## config.mk

```make
export PLATFORM = sky130hd
export DESIGN_NAME = bram_arbiter
export DESIGN_NICKNAME = d
export VERILOG_FILES = /design/src/rtl/bram_arb_pkg.sv /design/src/rtl/bram_arb_rr.sv /design/src/rtl/bram_arbiter.sv
export SDC_FILE = /design/constraint.sdc
export NUM_CORES = 1
export LEC_CHECK = 0
export ABC_AREA = 1
export BUFFER_PORTS_ARGS = -buffer_cell sky130_fd_sc_hd__buf_2
export CAP_MARGIN = 20
export CORE_ASPECT_RATIO = 0.5
export CORE_MARGIN = 10
export CORE_UTILIZATION = 47
export CTS_BUF_LIST = sky130_fd_sc_hd__clkbuf_16
export DETAILED_ROUTE_END_ITERATION = 12
export PLACE_DENSITY = 0.89
export REMOVE_ABC_BUFFERS = 1
export SYNTH_ARGS = -nofsm -noshare
export SYNTH_HDL_FRONTEND = slang
export SYNTH_SLANG_ARGS = --single-unit
export TNS_END_PERCENT = 5
```

## constraint.sdc

```tcl
create_clock -name i_clk -period 2.18 [get_ports i_clk]
set_input_delay 0.654 -clock i_clk [delete_from_list [all_inputs] [get_ports i_clk]]
set_output_delay 0.654 -clock i_clk [all_outputs]
set_load 0.02 [all_outputs]
```

## src/rtl/bram_arb_pkg.sv

```systemverilog
// Shared types for the two-port BRAM arbiter: requester id, read tag, latency bound.
package bram_arb_pkg;

  typedef enum logic {
    REQ_P0 = 1'b0,
    REQ_P1 = 1'b1
  } req_id_t;

  typedef struct packed {
    logic    valid;
    req_id_t id;
  } tag_t;

  localparam int MAX_RD_LATENCY = 2;

endpackage

```

## src/rtl/bram_arb_rr.sv

```systemverilog
// Two-way round-robin grant; the pointer remembers the last requester that completed a handshake.
module bram_arb_rr
  import bram_arb_pkg::*;
(
  input  logic       i_clk,
  input  logic       i_rst,
  input  logic [1:0] i_valid,
  input  logic       i_accept,
  output logic [1:0] o_grant
);

  req_id_t r_last;

  // Reset to "p1 last" so p0 wins the first contention.
  always_ff @(posedge i_clk) begin
    if (i_rst) begin
      r_last <= REQ_P1;
    end else if (i_accept) begin
      r_last <= o_grant[1] ? REQ_P1 : REQ_P0;
    end
  end

  always_comb begin
    o_grant = i_valid;
    if (&i_valid) begin
      o_grant = (r_last == REQ_P0) ? 2'b10 : 2'b01;
    end
  end

endmodule

```

## src/rtl/bram_arbiter.sv

```systemverilog
// Shares one BRAM port between p0 and p1 with round-robin arbitration and tagged read returns.
// Optional macro BRAM_ARB_OUTREG_EN adds one response register stage (read latency +1).
module bram_arbiter
  import bram_arb_pkg::*;
#(
  parameter int  MEM_WIDTH  = 64,
  parameter int  MEM_SIZE   = 1024,
  parameter int  RD_LATENCY = 1,
  localparam int ADDR_W     = $clog2(MEM_SIZE),
  localparam int BE_W       = MEM_WIDTH / 8
) (
  input  logic                 i_clk,
  input  logic                 i_rst,
  input  logic                 i_p0_valid,
  output logic                 o_p0_ready,
  input  logic [BE_W-1:0]      i_p0_we,
  input  logic [ADDR_W-1:0]    i_p0_addr,
  input  logic [MEM_WIDTH-1:0] i_p0_wdata,
  output logic                 o_p0_rsp_valid,
  output logic [MEM_WIDTH-1:0] o_p0_rsp_data,
  input  logic                 i_p1_valid,
  output logic                 o_p1_ready,
  input  logic [BE_W-1:0]      i_p1_we,
  input  logic [ADDR_W-1:0]    i_p1_addr,
  input  logic [MEM_WIDTH-1:0] i_p1_wdata,
  output logic                 o_p1_rsp_valid,
  output logic [MEM_WIDTH-1:0] o_p1_rsp_data,
  output logic                 o_bram_clk,
  output logic                 o_bram_rst,
  output logic                 o_bram_en,
  output logic [BE_W-1:0]      o_bram_we,
  output logic [ADDR_W-1:0]    o_bram_addr,
  output logic [MEM_WIDTH-1:0] o_bram_din,
  input  logic [MEM_WIDTH-1:0] i_bram_dout
);

  localparam int LAT = (RD_LATENCY < 1) ? 1 :
                       (RD_LATENCY > MAX_RD_LATENCY) ? MAX_RD_LATENCY : RD_LATENCY;

  logic [1:0]           w_valid;
  logic [1:0]           w_grant;
  logic [1:0]           w_ready;
  logic                 w_accept;
  req_id_t              w_win;
  logic [BE_W-1:0]      w_we;
  logic [ADDR_W-1:0]    w_addr;
  logic [MEM_WIDTH-1:0] w_wdata;
  tag_t                 w_new_tag;
  tag_t                 w_out_tag;
  logic [1:0]           w_rsp_valid;

  logic                 r_en;
  logic [BE_W-1:0]      r_we;
  logic [ADDR_W-1:0]    r_addr;
  logic [MEM_WIDTH-1:0] r_din;
  tag_t [LAT:0]         r_tags;

  assign w_valid = {i_p1_valid, i_p0_valid};

  bram_arb_rr u_rr (
    .i_clk    (i_clk),
    .i_rst    (i_rst),
    .i_valid  (w_valid),
    .i_accept (w_accept),
    .o_grant  (w_grant)
  );

  assign w_ready    = w_grant & {2{~i_rst}};
  assign w_accept   = |(w_ready & w_valid);
  assign w_win      = w_grant[1] ? REQ_P1 : REQ_P0;
  assign o_p0_ready = w_ready[0];
  assign o_p1_ready = w_ready[1];

  always_comb begin
    w_we    = i_p0_we;
    w_addr  = i_p0_addr;
    w_wdata = i_p0_wdata;
    if (w_win == REQ_P1) begin
      w_we    = i_p1_we;
      w_addr  = i_p1_addr;
      w_wdata = i_p1_wdata;
    end
  end

  // Address and write data hold between commands; only en/we drop when idle.
  always_ff @(posedge i_clk) begin
    if (i_rst) begin
      r_en   <= 1'b0;
      r_we   <= '0;
      r_addr <= '0;
      r_din  <= '0;
    end else begin
      r_en <= w_accept;
      r_we <= w_accept ? w_we : '0;
      if (w_accept) begin
        r_addr <= w_addr;
        r_din  <= w_wdata;
      end
    end
  end

  assign o_bram_clk  = i_clk;
  assign o_bram_rst  = i_rst;
  assign o_bram_en   = r_en;
  assign o_bram_we   = r_we;
  assign o_bram_addr = r_addr;
  assign o_bram_din  = r_din;

  always_comb begin
    w_new_tag       = '0;
    w_new_tag.valid = w_accept & ~(|w_we);
    w_new_tag.id    = w_win;
  end

  // Stage k is visible k+1 cycles after accept, so stage LAT lines up with bram_dout.
  always_ff @(posedge i_clk) begin
    if (i_rst) begin
      r_tags <= '0;
    end else begin
      r_tags <= {r_tags[LAT-1:0], w_new_tag};
    end
  end

  assign w_out_tag      = r_tags[LAT];
  assign w_rsp_valid[0] = w_out_tag.valid & (w_out_tag.id == REQ_P0);
  assign w_rsp_valid[1] = w_out_tag.valid & (w_out_tag.id == REQ_P1);

`ifdef BRAM_ARB_OUTREG_EN
  logic [1:0]           r_rsp_valid;
  logic [MEM_WIDTH-1:0] r_rsp_data0;
  logic [MEM_WIDTH-1:0] r_rsp_data1;

  always_ff @(posedge i_clk) begin
    if (i_rst) begin
      r_rsp_valid <= '0;
      r_rsp_data0 <= '0;
      r_rsp_data1 <= '0;
    end else begin
      r_rsp_valid <= w_rsp_valid;
      if (w_rsp_valid[0]) r_rsp_data0 <= i_bram_dout;
      if (w_rsp_valid[1]) r_rsp_data1 <= i_bram_dout;
    end
  end

  assign o_p0_rsp_valid = r_rsp_valid[0];
  assign o_p1_rsp_valid = r_rsp_valid[1];
  assign o_p0_rsp_data  = r_rsp_data0;
  assign o_p1_rsp_data  = r_rsp_data1;
`else
  logic [MEM_WIDTH-1:0] r_hold0;
  logic [MEM_WIDTH-1:0] r_hold1;

  // Data passes straight through on the valid cycle and is captured so it holds afterwards.
  always_ff @(posedge i_clk) begin
    if (i_rst) begin
      r_hold0 <= '0;
      r_hold1 <= '0;
    end else begin
      if (w_rsp_valid[0]) r_hold0 <= i_bram_dout;
      if (w_rsp_valid[1]) r_hold1 <= i_bram_dout;
    end
  end

  assign o_p0_rsp_valid = w_rsp_valid[0];
  assign o_p1_rsp_valid = w_rsp_valid[1];
  assign o_p0_rsp_data  = w_rsp_valid[0] ? i_bram_dout : r_hold0;
  assign o_p1_rsp_data  = w_rsp_valid[1] ? i_bram_dout : r_hold1;
`endif

endmodule

```

==> results.cfg <==
[power]
netSwitchingFraction_pct = 27.4
p_leak_nw = 8.22
clkPwrFrac_pct = 39.4
power.density_nw_per_um2 = 667
ir_drop_mv = 0.376
seqPwrFrac_pct = 46.2
p_comb_share_pct = 14.5
p_int_mw = 6.54
p_switching_mw = 2.47

[routing]
drc_errors = 0
ant_nets = 0
wl_per_cell_um = 17.7
routed_via_density = 5.05
first_iter_violations = 813
drt_pre_antenna_iters = 7
vias = 10300
wl_mm = 36.1

[logic_synthesis]
synth_top_area_cell = dfxtp_1
synth_top_family_by_area = simple AND/OR/NAND/NOR gates
synth_seq_cells = 216
syn_area_sq_um = 9350
syn-instance-count = 1338
synth_simple_gate_area_share_pct = 31.7
synth_top_area_share_pct = 46.3
ys_types = 24
ys_seq_area_share_pct = 46.3
synth_xor_area_share_pct = 0
ys_warn_count = 0
synthAdderAreaFrac_pct = 0
avgSynthCellArea_sq_um = 6.99
synthMuxAreaShare_pct = 0
synth_compound_area_share_pct = 11.1
synthTopCellsByArea = dfxtp_1, nor2_1, o21ai_0, nand2_1, or2_2

[critical_path]
crit_arrival_ps = 1950
path_max_fanout = 28
required_ps = 1530
crit_chain = inv_2 > nor2_4 > buf_12 > inv_4 > buf_12 > o21ai_4 > inv_1 > buf_4
cpMostUsedCell = buf_12
max_stage_delay_ps = 360
worstSetupStartpointType = flop
endpoint_kind = primary output
path_class = reg -> out
crit_path_top_delay_cell = dfxtp_2

[floorplan]
die_area_sq_um = 26300
die_h_um = 120
io_pins = 449
start_util_pct = 47.9
die_width_um = 219
fp-row-count = 36
core_sq_um = 19500

[clocking]
cts_tree = built
clkTransAtPathRegs_ps = 60
cts_hold_buf = 0
clk_latency_ps = 600

[outcome]
violations = setup timing
outcome = finished with violations

[layout]
utilization_pct = 69.2
syn_to_final_growth_pct = 44.4
fillCellCount = 1545
nets = 1997
design_area_sq_um = 13500
drive_gt1_share_pct = 42.3

[worst_hold_path]
hold_path_class = in -> reg

[sta]
setup_ws_ps = -427
finalCritPeriodShare_pct = 120
skew_ps = 8.66
tightest_slew_ps = 629
setup_viol = 129
rsz0062_at_grt = true
hold_viol = 0
drv_slew = 0
slew_headroom_pct = 58.1
max_freq_ghz = 0.384
finalCriticalPeriod_ps = 2610
fin_setup_tns_ps = -42110

[grt]
antenna_found_initial = 2
first_global_vias = 9835
grt_usage_pct = 24.2
grt_max_degree = 100
grt_pass1_wl_mm = 52.3
grt_overflow = 0

[job]
drv_cap = 0

[placement]
portBuffers = 448
placed_area_sq_um = 11900
globalplace.congestion = 0.955
hpwl_mm = 24.6
## routing by layer
metal  track usage [%]  wire length, um  vias up  share of wire, %
met5                 0                0        -                 0
li1                  -                -     4970                 -
met1              28.0            14000     4801                39
met3              5.32             2470      110               6.8
met4              9.98             1480        0               4.1
met2              42.5            18200      441                50
## path summary, 6_finish.rpt
kind	start	to	slack (ps)	cells past startpoint
max	r_tags[3]	o_p0_rsp_data[34]	-430	8
min	i_bram_dout[24]	r_hold0[24]	310	3
max reg2reg	u_rr.r_last	r_tags[1]	590	8
min reg2reg	r_tags[0]	r_tags[2]	400	2
## stage by stage
step                      power [mW]  setup WS (ps)  hold slack, ps  std cells
after floorplan                 4.83          -1560             388       1244
after detailed placement        5.55           91.2             408       1999
after global routing            9.37           -491             316       2042
after CTS                       9.04           -376             305       2034
after global placement          5.53            147             411       1999
final                           9.00           -427             314       2042
## flip-flops by register name (all words and copies together) (netlist names)
name,count
r_tags,4
o_bram_en,1
o_bram_din,64
o_bram_we,8
o_bram_addr,10
r_hold1,64
r_hold0,64
u_rr.r_last,1
## power by group through the flow
stage	Combinational, mW	Sequential, mW	Clock [mW]
detailed placement	1.26	4.24	0.0428
floorplan	0.411	4.42	0
finish	1.30	4.16	3.54
global placement	1.25	4.24	0.0428
CTS	1.29	4.16	3.60
global route	1.43	4.17	3.77
## worst max-delay path, delay by kind of cell, from the launching register on
kind / cells / cell delay, ps
buffers and inverters: 6 / 690
DFF: 1 / 360
AOI/OAI and AO/OA: 1 / 170
and+or+nand+nor: 1 / 110
## final cells by class
class / count / area [sq um] / share of cell area, %
Sequential cell: 216 / 4330 / 32.1
Tap cell: 266 / 333 / 2.47
Clock inverter: 10 / 50.0 / 0.371
Antenna cell: 2 / 5.00 / 0.0371
Clock buffer: 25 / 606 / 4.49
Multi-Input combinational cell: 875 / 4530 / 33.5
Inverter: 153 / 582 / 4.31
Timing Repair Buffer: 495 / 3060 / 22.7
## placed cells by master, fill, tap and decap left out, drive strengths merged
cell and n:
nor2 283, clkinv 10, buf 492, nand3b 1
nand3 82, nand2 172, o21ai 205, dfxtp 216
clkbuf 28, or2 131, inv 153, o211ai 1
diode 2
## cell families (layout without fill, tap and decap cells)
family,count (synthesis),after routing
simple gates,669,669
buf+inv,247,683
flops,216,216
compound gates,206,206
other cells,0,2
## cells in the mapped netlist
cell / number
or2_2: 97
nor2_2: 1
inv_1: 150
or2_0: 31
nand2_4: 1
clkbuf_2: 1
buf_1: 2
or2_1: 3
nand3b_1: 1
o21ai_0: 184
buf_2: 22
nor2_1: 282
nand2_2: 2
o21ai_1: 21
clkinv_1: 1
buf_4: 10
inv_2: 2
nand3_1: 81
dfxtp_1: 216
nand2_1: 169
buf_6: 4
clkbuf_1: 55
o211ai_1: 1
nand3_2: 1
## what timing repair did
item	CTS	global route
setup buffers	0	2
pin swaps	1	1
endpoints found under the setup margin	130	129
gates cloned	1	4
gates resized for setup	205	140
No activity file was read; power rests on OpenSTA's default activity.
